===== src/rtl/if_fetch_stage.sv =====
`default_nettype none
// ============================================================================
//  Module   : if_fetch_stage
//  Brief    : Instruction-fetch stage. Owns the PC, drives the IM fetch
//             address, loads the IF/ID register and applies stall, redirect
//             and halt control.
//  Revision : 1.0 - initial release
// ============================================================================
module if_fetch_stage #(
   parameter logic [31:0] RESET_PC  = 32'h0000_0000,
   parameter logic [31:0] HALT_INST = 32'h0000_0073,
   parameter logic [31:0] NOP_INST  = 32'h0000_0013
) (
   input  logic        clk,
   input  logic        rst,
   input  logic [31:0] inst_IF,
   input  logic        stall,
   input  logic        redirect,
   input  logic [31:0] redirect_pc,
   output logic [31:0] current_pc,
   output logic [3:0]  F_im_w_en,
   output logic [31:0] if_id_pc,
   output logic [31:0] if_id_inst,
   output logic        if_id_valid,
   output logic        halted,
   output logic [31:0] fetch_count,
   output logic        misalign_err
);

   typedef enum logic [0:0] {
      ST_RUN  = 1'b0,
      ST_HALT = 1'b1
   } state_t;

   state_t      state_q,       state_d;
   logic [31:0] pc_q,          pc_d;
   logic [31:0] if_id_pc_q,    if_id_pc_d;
   logic [31:0] if_id_inst_q,  if_id_inst_d;
   logic        if_id_valid_q, if_id_valid_d;
   logic [31:0] fetch_count_q, fetch_count_d;
   logic        misalign_q,    misalign_d;

   // Next-state: redirect beats stall beats normal fetch; everything holds by default
   always_comb begin
      state_d       = state_q;
      pc_d          = pc_q;
      if_id_pc_d    = if_id_pc_q;
      if_id_inst_d  = if_id_inst_q;
      if_id_valid_d = if_id_valid_q;
      fetch_count_d = fetch_count_q;
      misalign_d    = misalign_q;

      if (redirect) begin
         // Target is word-aligned by dropping the low bits; the wrong-path
         // instruction currently in IF/ID is squashed into a bubble.
         pc_d          = {redirect_pc[31:2], 2'b00};
         if_id_pc_d    = 32'h0000_0000;
         if_id_inst_d  = NOP_INST;
         if_id_valid_d = 1'b0;
         state_d       = ST_RUN;
         misalign_d    = misalign_q | (redirect_pc[1:0] != 2'b00);
      end else if (!stall) begin
         case (state_q)
            ST_RUN: begin
               if_id_pc_d    = pc_q;
               if_id_inst_d  = inst_IF;
               if_id_valid_d = 1'b1;
               fetch_count_d = fetch_count_q + 32'd1;
               if (inst_IF == HALT_INST) begin
                  // Halt instruction goes downstream once; PC parks on it
                  state_d = ST_HALT;
               end else begin
                  pc_d = pc_q + 32'd4;
               end
            end
            ST_HALT: begin
               if_id_pc_d    = 32'h0000_0000;
               if_id_inst_d  = NOP_INST;
               if_id_valid_d = 1'b0;
            end
            default: state_d = ST_RUN;
         endcase
      end
   end

   // State register with synchronous active-low reset
   always_ff @(posedge clk) begin
      if (!rst) begin
         state_q       <= ST_RUN;
         pc_q          <= RESET_PC;
         if_id_pc_q    <= 32'h0000_0000;
         if_id_inst_q  <= NOP_INST;
         if_id_valid_q <= 1'b0;
         fetch_count_q <= 32'h0000_0000;
         misalign_q    <= 1'b0;
      end else begin
         state_q       <= state_d;
         pc_q          <= pc_d;
         if_id_pc_q    <= if_id_pc_d;
         if_id_inst_q  <= if_id_inst_d;
         if_id_valid_q <= if_id_valid_d;
         fetch_count_q <= fetch_count_d;
         misalign_q    <= misalign_d;
      end
   end

   assign current_pc   = pc_q;
   assign F_im_w_en    = 4'b0000;
   assign if_id_pc     = if_id_pc_q;
   assign if_id_inst   = if_id_inst_q;
   assign if_id_valid  = if_id_valid_q;
   assign halted       = (state_q == ST_HALT);
   assign fetch_count  = fetch_count_q;
   assign misalign_err = misalign_q;

endmodule
`default_nettype wire


===== config.mk =====
export PLATFORM = sky130hd
export DESIGN_NAME = if_fetch_stage
export DESIGN_NICKNAME = d
export VERILOG_FILES = /design/src/rtl/if_fetch_stage.sv
export SDC_FILE = /design/constraint.sdc
export NUM_CORES = 1
export LEC_CHECK = 0
export BUFFER_PORTS_ARGS = -buffer_cell sky130_fd_sc_hd__buf_2
export CORE_ASPECT_RATIO = 0.8
export CORE_MARGIN = 2
export CORE_UTILIZATION = 35
export CTS_CLUSTER_DIAMETER = 60
export DETAILED_ROUTE_END_ITERATION = 12
export PLACE_DENSITY = 0.59
export SYNTH_ARGS = -nofsm -noshare
export SYNTH_HDL_FRONTEND = slang
export SYNTH_SLANG_ARGS = --single-unit

===== constraint.sdc =====
create_clock -name clk -period 4.11 [get_ports clk]
set_input_delay 1.233 -clock clk [delete_from_list [all_inputs] [get_ports clk]]
set_output_delay 1.233 -clock clk [all_outputs]
set_load 0.05 [all_outputs]

==> results of run 1 <==
power by group through the flow:
| stage | clock, mW | combinational [mW] | sequential [mW] |
|---|---|---|---|
| 5_1_grt | 1.76 | 0.411 | 1.33 |
| 3_5_place_dp | 0 | 0.387 | 1.35 |
| 4_1_cts | 1.70 | 0.387 | 1.32 |
| 6_report | 1.66 | 0.385 | 1.32 |
| 3_3_place_gp | 0 | 0.386 | 1.35 |
| 2_1_floorplan | 0 | 0.145 | 1.47 |
cell usage after synthesis, drive strengths merged (8+ instances only):
cell type / count
a21oi: 15
nand2: 42
dfxtp: 127
and3: 9
nor3: 10
a22oi: 61
nand3: 24
or4: 12
xor2: 9
buf: 22
xnor2: 17
or3: 11
nand4: 16
nor4: 17
o211ai: 10
inv: 12
clkbuf: 25
a31oi: 17
o31ai: 8
nor2: 91
o21ai: 28
routing by layer:
layer | GRT usage | share of wire
met1 | 0.273 | 0.48
met4 | 0.0570 | 0.014
met3 | 0.0591 | 0.060
met5 | 0 | 0
met2 | 0.297 | 0.44
worst max-delay path by stage:
stage	slack, ps	depth (start not counted)	to	start
2_1_floorplan	1340	7	current_pc[3]	inst_IF[11]
3_3_place_gp	960	7	current_pc[6]	inst_IF[27]
3_5_place_dp	950	7	current_pc[6]	inst_IF[19]
4_1_cts	1390	7	current_pc[6]	inst_IF[19]
5_1_grt	1220	7	current_pc[6]	inst_IF[19]
6_report	1340	7	current_pc[6]	inst_IF[19]
worst max-delay path, delay by kind of cell:
| kind | cells | cell delay [ps] |
|---|---|---|
| compound gates | 2 | 590 |
| buf+inv | 2 | 330 |
| simple gates | 3 | 910 |
final cells by class:
class,instances,area (um^2)
clock buffers,19,443
clock inverters,13,211
fillers,1579,8310
inverters,12,45.0
multi-input cells,456,2850
flip-flops and latches,127,2540
well taps,215,269
repair buffers,207,1080
state kept, by name (all words and copies together) (netlist names):
register,flops
fetch_count,32
if_id_pc,30
if_id_inst,32
misalign_err,1
if_id_valid,1
current_pc,30
halted,1
cells by family (layout without fill, tap and decap cells):
| kind of cell | after synthesis | in the layout | synth area share |
|---|---|---|---|
| xor+xnor | 26 | 26 | 0.0405 |
| flops | 127 | 127 | 0.452 |
| buf+inv | 59 | 251 | 0.0487 |
| compound gates | 161 | 161 | 0.199 |
| fa+ha+maj | 2 | 2 | 0.00445 |
| simple gates | 254 | 254 | 0.246 |
| other cells | 1 | 8 | 0.000667 |
| mux | 5 | 5 | 0.00890 |
per-stage QoR:
stage | utilization | instances | total power, mW | area (um^2) | hold slack [ps]
floorplan | - | 642 | 1.61 | 5650 | 664
global placement | 0.431 | 1017 | 1.73 | 6780 | 438
detailed placement | 0.431 | 1017 | 1.73 | 6780 | 441
CTS | 0.472 | 1049 | 3.40 | 7440 | 451
global route | 0.472 | 1049 | 3.50 | 7440 | 485
finish | 0.472 | 1049 | 3.36 | 7440 | 451
==> metrics.csv, run 1 <==
stage,metric,value,unit
timing,finalSetupTns,0,ps
critical_path,worstPathMaxFanout,14,
synthesis,synthTopCellsByArea,"dfxtp_1 (45%), a22oi_1 (8.1%), nor2_1 (6.0%)",
critical_path,rr_endpoint,current_pc[31],
synthesis,syn_area,0.00563,mm^2
synthesis,synth_cell_type_count,57,
critical_path,slowest_stage,nor4_1,
clock_network,ctsHtreeMaxLevel,4,
power,switching_share,0.265,
power,clockPowerShare,0.493,
synthesis,synth-seq-cells,127,
timing,period_share,0.675,
timing,skew,6.72,ps
synthesis,synth_largest_area_cell,dfxtp_1,
critical_path,cpPeakStageDelay,430,ps
floorplanning,core_area,0.0157,mm^2
power,powerDensity,452,mW/mm^2
timing,setup_slack,1340,ps
routing,drc,0,
synthesis,ys_warn_count,0,
synthesis,synth_ff_type,dfxtp_1,
routing,via_per_inst,5.22,
finish,area_growth_syn_to_layout,32.2,%
clock_network,ctsLongestPathBuffers,2,
routing,dr.pass1.iters,5,
finish,final_common_cell,buf_2,
run,maxCapViolations,0,
power,ir_worst_vdd,230,uV
clock_network,ctsHoldBuffers,0,
routing,routed_wl,16.8,mm
place,numPortBuffers,194,
grt,grt_pass1_vias,4987,
power,p_leak,3.16,nW
floorplanning,dieArea,0.0171,mm^2
floorplanning,rows,41,
place,dpl.hpwl,12.1,mm
synthesis,synthArstFlopShare,0,
finish,final_cell_mix,"buf_2 (194), dfxtp_1 (127), nor2_1 (89)",
timing,hold_viol,0,
critical_path,rr_worst_depth,5,
timing,worst_pin_slew,773,ps
worst_hold_path,worst_hold_startpoint,misalign_err,
finish,fin_nets,891,
power,seq_power_share,0.393,
timing,setup_viol,0,
place,dp_slack,952,ps
timing,rsz0062_at_grt,false,
critical_path,r2r_slack,1870,ps
critical_path,cp-start-kind,primary input,
worst_hold_path,min_to,misalign_err,
worst_hold_path,hold_depth,2,
floorplanning,die_w,146,um
synthesis,synth_seq_area_share,0.452,
floorplanning,start_util,0.357,
synthesis,synth-edff-count,0,
routing,vias,5475,
critical_path,critical_path.cell_chain,buf_2 -> nor4_1 -> nand4_2 -> o21ai_2 -> buf_4 -> nor3_1 -> o311a_1,
timing,slew_headroom,0.484,
timing,slew_viol_final,0,
clock_network,postCtsSetupRepairBufs,0,
power,p_switching,892,uW
clock_network,cts_tree,done,
critical_path,crit_required,4410,ps
clock_network,cts_root_buffer,clkbuf_16,
place,routabilityCongestion,0.814,
clock_network,cts_resized,0,
status,status,finished clean,
routing,drt_iter0_markers,321,
floorplanning,ios,203,
worst_hold_path,hold_path.class,reg -> reg,
synthesis,synthCells,635,
timing,fmax,360,MHz
power,combPwrFrac,0.114,
synthesis,yosysTopAreaCellShare,0.452,
grt,antenna_found_initial,0,
critical_path,cp-end-kind,flip-flop,
critical_path,critPathKind,in -> reg,
clock_network,cts_made_buffers,17,
finish,num_antenna_cells,0,
finish,drive_gt1_frac,0.312,
critical_path,r2r_start,current_pc[18],
clock_network,clock-sinks,127,
synthesis,postSynthAreaPerCell,8.86,um^2
grt,grt_pass1_wl,27.1,mm
routing,antenna_left,0,
routing,wl_per_cell,16.0,um
clock_network,clk_pin_slew,60,ps
grt,grt-ovfl-total,0,
clock_network,clock_latency,410,ps
floorplanning,die_height,117,um
power,intPower,2.47,mW
grt,track_usage,0.197,
critical_path,worstPathArrival,3070,ps
timing,layout_min_cycle_time,2770,ps
grt,grt_start_max_net_pins,54,
(Power assumes the default switching activity.)
==> inputs of run 2 (changes only) <==
--- a/config.mk
+++ b/config.mk
@@ -11,7 +11,7 @@
 export CORE_UTILIZATION = 35
 export CTS_CLUSTER_DIAMETER = 60
 export DETAILED_ROUTE_END_ITERATION = 12
-export PLACE_DENSITY = 0.59
+export PLACE_DENSITY = 0.61
 export SYNTH_ARGS = -nofsm -noshare
 export SYNTH_HDL_FRONTEND = slang
 export SYNTH_SLANG_ARGS = --single-unit
==> constraint.sdc (replaced) <==
create_clock -name clk -period 2.3 [get_ports clk]
set_input_delay 0.69 -clock clk [delete_from_list [all_inputs] [get_ports clk]]
set_output_delay 0.69 -clock clk [all_outputs]
set_load 0.05 [all_outputs]
==> run 2 against run 1 <==
Via count is 2.4% higher; combinational power is 100% higher; total power is 67% higher; final area is 3.9% higher; wire length is 3.2% higher; first-iteration DRC count is 11% higher; die area stayed put; clock skew is 4.0 ps higher; sequential share of layout area is 1.3 points lower.
==> metrics.csv, run 2 (synthesized netlist as in run 1, its figures left out) <==
stage,metric,value,unit
status,status,finished clean,
routing,routed_wl,17.4,mm
floorplanning,core_area,0.0157,mm^2
critical_path,crit_required,2640,ps
grt,grt_pass1_wl,28.1,mm
floorplanning,rows,41,
place,routabilityCongestion,0.854,
timing,hold_viol,0,
routing,via_per_inst,5.12,
routing,antenna_left,0,
critical_path,rr_worst_depth,5,
critical_path,cp-end-kind,flip-flop,
place,numPortBuffers,194,
finish,area_growth_syn_to_layout,37.4,%
routing,vias,5606,
floorplanning,start_util,0.357,
timing,fmax,477,MHz
critical_path,startpoint,current_pc[5],
critical_path,r2r_slack,200,ps
critical_path,crit_family,simple AND/OR/NAND/NOR gates,
power,ir_worst_vdd,474,uV
finish,final_cell_mix,"buf_2 (194), dfxtp_1 (125), nor2_1 (89)",
critical_path,critical_path.cell_chain,nand3_1 -> nor4_4 -> nand3_4 -> or4_1 -> a31oi_1,
clock_network,postCtsSetupRepairBufs,0,
timing,skew,10.7,ps
grt,track_usage,0.204,
timing,setup_viol,0,
routing,wl_per_cell,15.9,um
worst_hold_path,hold_depth,2,
routing,drc,0,
timing,worst_pin_slew,620,ps
critical_path,critPathBufInv,0,
timing,rsz0062_at_grt,false,
clock_network,clock_latency,420,ps
power,total_power,5.62,mW
finish,fin_nets,937,
critical_path,worstPathMaxFanout,8,
power,p_leak,3.37,nW
grt,antenna_found_initial,1,
power,powerDensity,727,mW/mm^2
finish,fin_util,0.491,
routing,dr.pass1.iters,6,
grt,grt_start_max_net_pins,59,
clock_network,cts_made_buffers,17,
grt,grt_pass1_vias,5217,
critical_path,cp-start-kind,flip-flop,
critical_path,crit_cells,5,
timing,slew_viol_final,0,
grt,grt-ovfl-total,0,
clock_network,ctsLongestPathBuffers,2,
critical_path,r2r_start,current_pc[5],
clock_network,cts_resized,0,
routing,drt_iter0_markers,357,
worst_hold_path,worst_hold_startpoint,misalign_err,
floorplanning,die_w,146,um
timing,slew_headroom,0.587,
clock_network,clk_pin_slew,60,ps
place,dpl.hpwl,12.5,mm
run,maxCapViolations,0,
timing,period_share,0.912,
critical_path,slowest_stage,or4_1,
clock_network,cts_root_buffer,clkbuf_16,
clock_network,clock-sinks,127,
floorplanning,ios,203,
clock_network,ctsHoldBuffers,0,
floorplanning,dieArea,0.0171,mm^2
clock_network,ctsHtreeMaxLevel,4,
finish,drive_gt1_frac,0.349,
critical_path,cpPeakStageDelay,530,ps
timing,layout_min_cycle_time,2100,ps
finish,final_common_cell,buf_2,
critical_path,worstPathArrival,2440,ps
floorplanning,die_height,117,um
clock_network,cts_tree,done,
worst_hold_path,hold_path.class,reg -> reg,
timing,finalSetupTns,0,ps
critical_path,critPathKind,reg -> reg,
## run 2: cell types whose count changed in the layout (fill, tap and decap cells not counted)
cell / delta
clkbuf_8: +1
bufinv_16: -4
nand3_4: +1
buf_12: +3
nand3_2: -1
inv_6: -1
clkinvlp_4: -2
clkinv_2: +5
dfxtp_1: -2
dfxtp_2: +2
diode_2: +1
buf_4: +43
## run 2: power breakdown
group          internal (mW)  total, mW  switching, mW
Combinational          0.238      0.780          0.542
Clock                   1.52       2.51          0.985
Sequential              2.27       2.33         0.0571
## run 2: worst register-to-register path: cells and delay by family (launching register included)
| kind | cells | cell delay [ps] |
|---|---|---|
| flip-flops | 1 | 460 |
| AO/OA/AOI/OAI | 1 | 170 |
| AND/OR/NAND/NOR | 4 | 1390 |
## run 2: metrics by stage
step | instance area [um^2] | hold slack, ps | instances | worst slack [ps]
finish | 7730 | 439 | 1095 | 203
global route | 7730 | 496 | 1095 | 25.1
CTS | 7720 | 442 | 1094 | 149
detailed placement | 7170 | 433 | 1063 | -91.3
global placement | 7170 | 434 | 1063 | -94.3
floorplan | 5650 | 664 | 642 | 73.0
## run 2: final timing paths
check | endpoint
setup / recovery | current_pc[31]
hold / removal | misalign_err
setup reg to reg | current_pc[31]
hold reg to reg | misalign_err
## run 2: layout make-up
cell class | count | area [um^2]
Fill cell | 1568 | 8020
Multi-Input combinational cell | 456 | 2850
Sequential cell | 127 | 2540
Timing Repair Buffer | 253 | 1460
Clock buffer | 20 | 457
Tap cell | 215 | 269
Clock inverter | 11 | 92.6
Inverter | 12 | 45.0
Antenna cell | 1 | 2.50
## run 2: metal layers
layer  track usage  share of wire
met1         0.280           0.49
met2         0.315           0.45
met3        0.0533          0.054
met4        0.0600         0.0075
met5             0              0
==> inputs of run 3 (changes only) <==
==> constraint.sdc (replaced) <==
create_clock -name clk -period 1.7 [get_ports clk]
set_input_delay 0.51 -clock clk [delete_from_list [all_inputs] [get_ports clk]]
set_output_delay 0.51 -clock clk [all_outputs]
set_load 0.05 [all_outputs]
==> run 3 against run 2 <==
The run now ends with setup timing left; total power up 46%; sequential power up 35%; global-route usage up 0.98 points; first-iteration DRC count up 0.28%; wire length up 9.6%; sequential share of layout area down 3.4 points; die area unchanged; clock-buffer cell count unchanged; clock skew down 3.5 ps; worst setup slack worse by 320 ps; final area up 16%.
==> metrics.csv, run 3 (synthesized netlist as in run 1, its figures left out) <==
stage,metric,value,unit
status,status,finished with violations,
status,violations,setup timing,
routing,vias,6007,
run,maxCapViolations,0,
floorplanning,rows,41,
floorplanning,ios,203,
floorplanning,core_area,0.0157,mm^2
routing,routed_wl,19.0,mm
routing,antenna_left,0,
clock_network,cts_made_buffers,17,
grt,grt_start_max_net_pins,62,
power,ir_worst_vdd,791,uV
finish,fin_area,0.00899,mm^2
place,dpl.cell_count,1090,
grt,antenna_found_initial,2,
finish,drive_gt1_frac,0.482,
clock_network,cts_tree,done,
clock_network,clock-sinks,127,
timing,fin_hold_ws,332,ps
routing,via_per_inst,5.25,
clock_network,clk_pin_slew,60,ps
timing,skew,7.26,ps
routing,drt_iter0_markers,358,
finish,final_cell_count_no_fill,1144,
grt,grt_pass1_vias,5688,
critical_path,cp-start-kind,flip-flop,
critical_path,crit_required,1980,ps
timing,period_share,1.07,
routing,dr.pass1.iters,7,
finish,fin_nets,985,
timing,worst_pin_slew,644,ps
power,seq_power_share,0.383,
power,intPower,5.95,mW
grt,grt-ovfl-total,0,
floorplanning,start_util,0.357,
place,dpl.hpwl,13.5,mm
power,p_leak,4.00,nW
power,combPwrFrac,0.146,
power,switching_share,0.276,
critical_path,r2r_slack,-120,ps
clock_network,ctsLongestPathBuffers,2,
critical_path,cp-end-kind,flip-flop,
clock_network,cts_root_buffer,clkbuf_16,
finish,nFillCells,1406,
timing,setup_viol,11,
timing,slew_viol_final,0,
power,clockPowerShare,0.471,
timing,hold_viol,0,
power,p_switching,2.27,mW
grt,grt_pass1_wl,29.6,mm
timing,rsz0062_at_grt,true,
finish,final_common_cell,buf_2,
routing,wl_per_cell,16.6,um
place,placed_area,0.00784,mm^2
finish,fin_util,0.571,
critical_path,critical_path.cell_chain,ha_4 -> nand4_4 -> nor4_4 -> o211ai_4 -> buf_4 -> o311ai_4 -> o211ai_1,
finish,final_cell_mix,"buf_2 (170), nor2_1 (88), buf_4 (87)",
clock_network,clock_latency,420,ps
critical_path,worstPathMaxFanout,5,
clock_network,ctsHtreeMaxLevel,4,
clock_network,ctsHoldBuffers,0,
floorplanning,die_height,117,um
critical_path,cpPeakStageDelay,370,ps
critical_path,critPathKind,reg -> reg,
grt,track_usage,0.214,
power,total_power,8.22,mW
timing,fmax,551,MHz
timing,setup_slack,-116,ps
critical_path,crit_family,compound AO/OA/AOI/OAI gates,
critical_path,critPathBufInv,1,
timing,layout_min_cycle_time,1820,ps
floorplanning,dieArea,0.0171,mm^2
critical_path,worstPathArrival,2100,ps
place,routabilityCongestion,0.833,
routing,drc,0,
finish,area_growth_syn_to_layout,59.8,%
worst_hold_path,hold_path.class,in -> reg,
floorplanning,die_w,146,um
critical_path,slowest_stage,dfxtp_4,
place,numPortBuffers,194,
power,powerDensity,915,mW/mm^2
timing,slew_headroom,0.571,
run 3: cell types whose count changed in the layout (fill, tap and decap cells not counted), sizes merged:
cell / delta
clkinv: -2
clkinvlp: -1
clkbuf: +15
inv: +2
bufinv: +2
buf: +33
run 3: what timing repair did:
action,4_1_cts,5_1_grt
gates resized for setup,22,60
setup buffers,10,8
gates cloned,0,3
endpoints found under the setup margin,27,59
pin swaps,23,29
run 3: power groups by stage:
stage | Combinational [mW] | Sequential (mW) | Clock [mW]
global placement | 1.11 | 3.20 | 0
global route | 1.27 | 3.16 | 4.09
CTS | 1.14 | 3.14 | 3.96
finish | 1.20 | 3.15 | 3.88
detailed placement | 1.13 | 3.21 | 0
floorplan | 0.371 | 3.55 | 0
run 3: routing by layer:
metal  up-vias  global-route usage  wire [um]  part of all wire
li1       2903                   -          -                 -
met1      2886               0.285       8760              0.46
met2       188               0.341       8810              0.46
met3        28              0.0545       1090             0.057
met4         2              0.0637        361             0.019
met5         -                   0         13           0.00068
run 3: worst min-delay path: stages:
cell and delay, ps:
buf_8 80, a22oi_1 50, nor2_1 70
run 3: worst paths after layout:
check | from | endpoint | depth (start not counted)
worst min register to register | misalign_err | misalign_err | 2
worst max register to register | current_pc[2] | current_pc[30] | 7
worst max-delay path | current_pc[2] | current_pc[30] | 7
worst min-delay path | inst_IF[24] | if_id_inst[24] | 3
run 3: final cells by class:
type / instances / area, um^2 / share of cell area
Antenna cell: 1 / 2.50 / 0.000278
Inverter: 12 / 45.0 / 0.00501
Timing Repair Buffer: 301 / 2040 / 0.227
Tap cell: 215 / 269 / 0.0299
Sequential cell: 127 / 2660 / 0.295
Multi-Input combinational cell: 456 / 3340 / 0.372
Clock buffer: 20 / 479 / 0.0533
Clock inverter: 12 / 154 / 0.0171
run 3: per-stage QoR:
stage | setup slack (ps) | TNS [ps]
floorplan | -261 | -4040
global placement | -356 | -15120
detailed placement | -431 | -18390
CTS | -92.0 | -571
global route | -184 | -2740
finish | -116 | -574
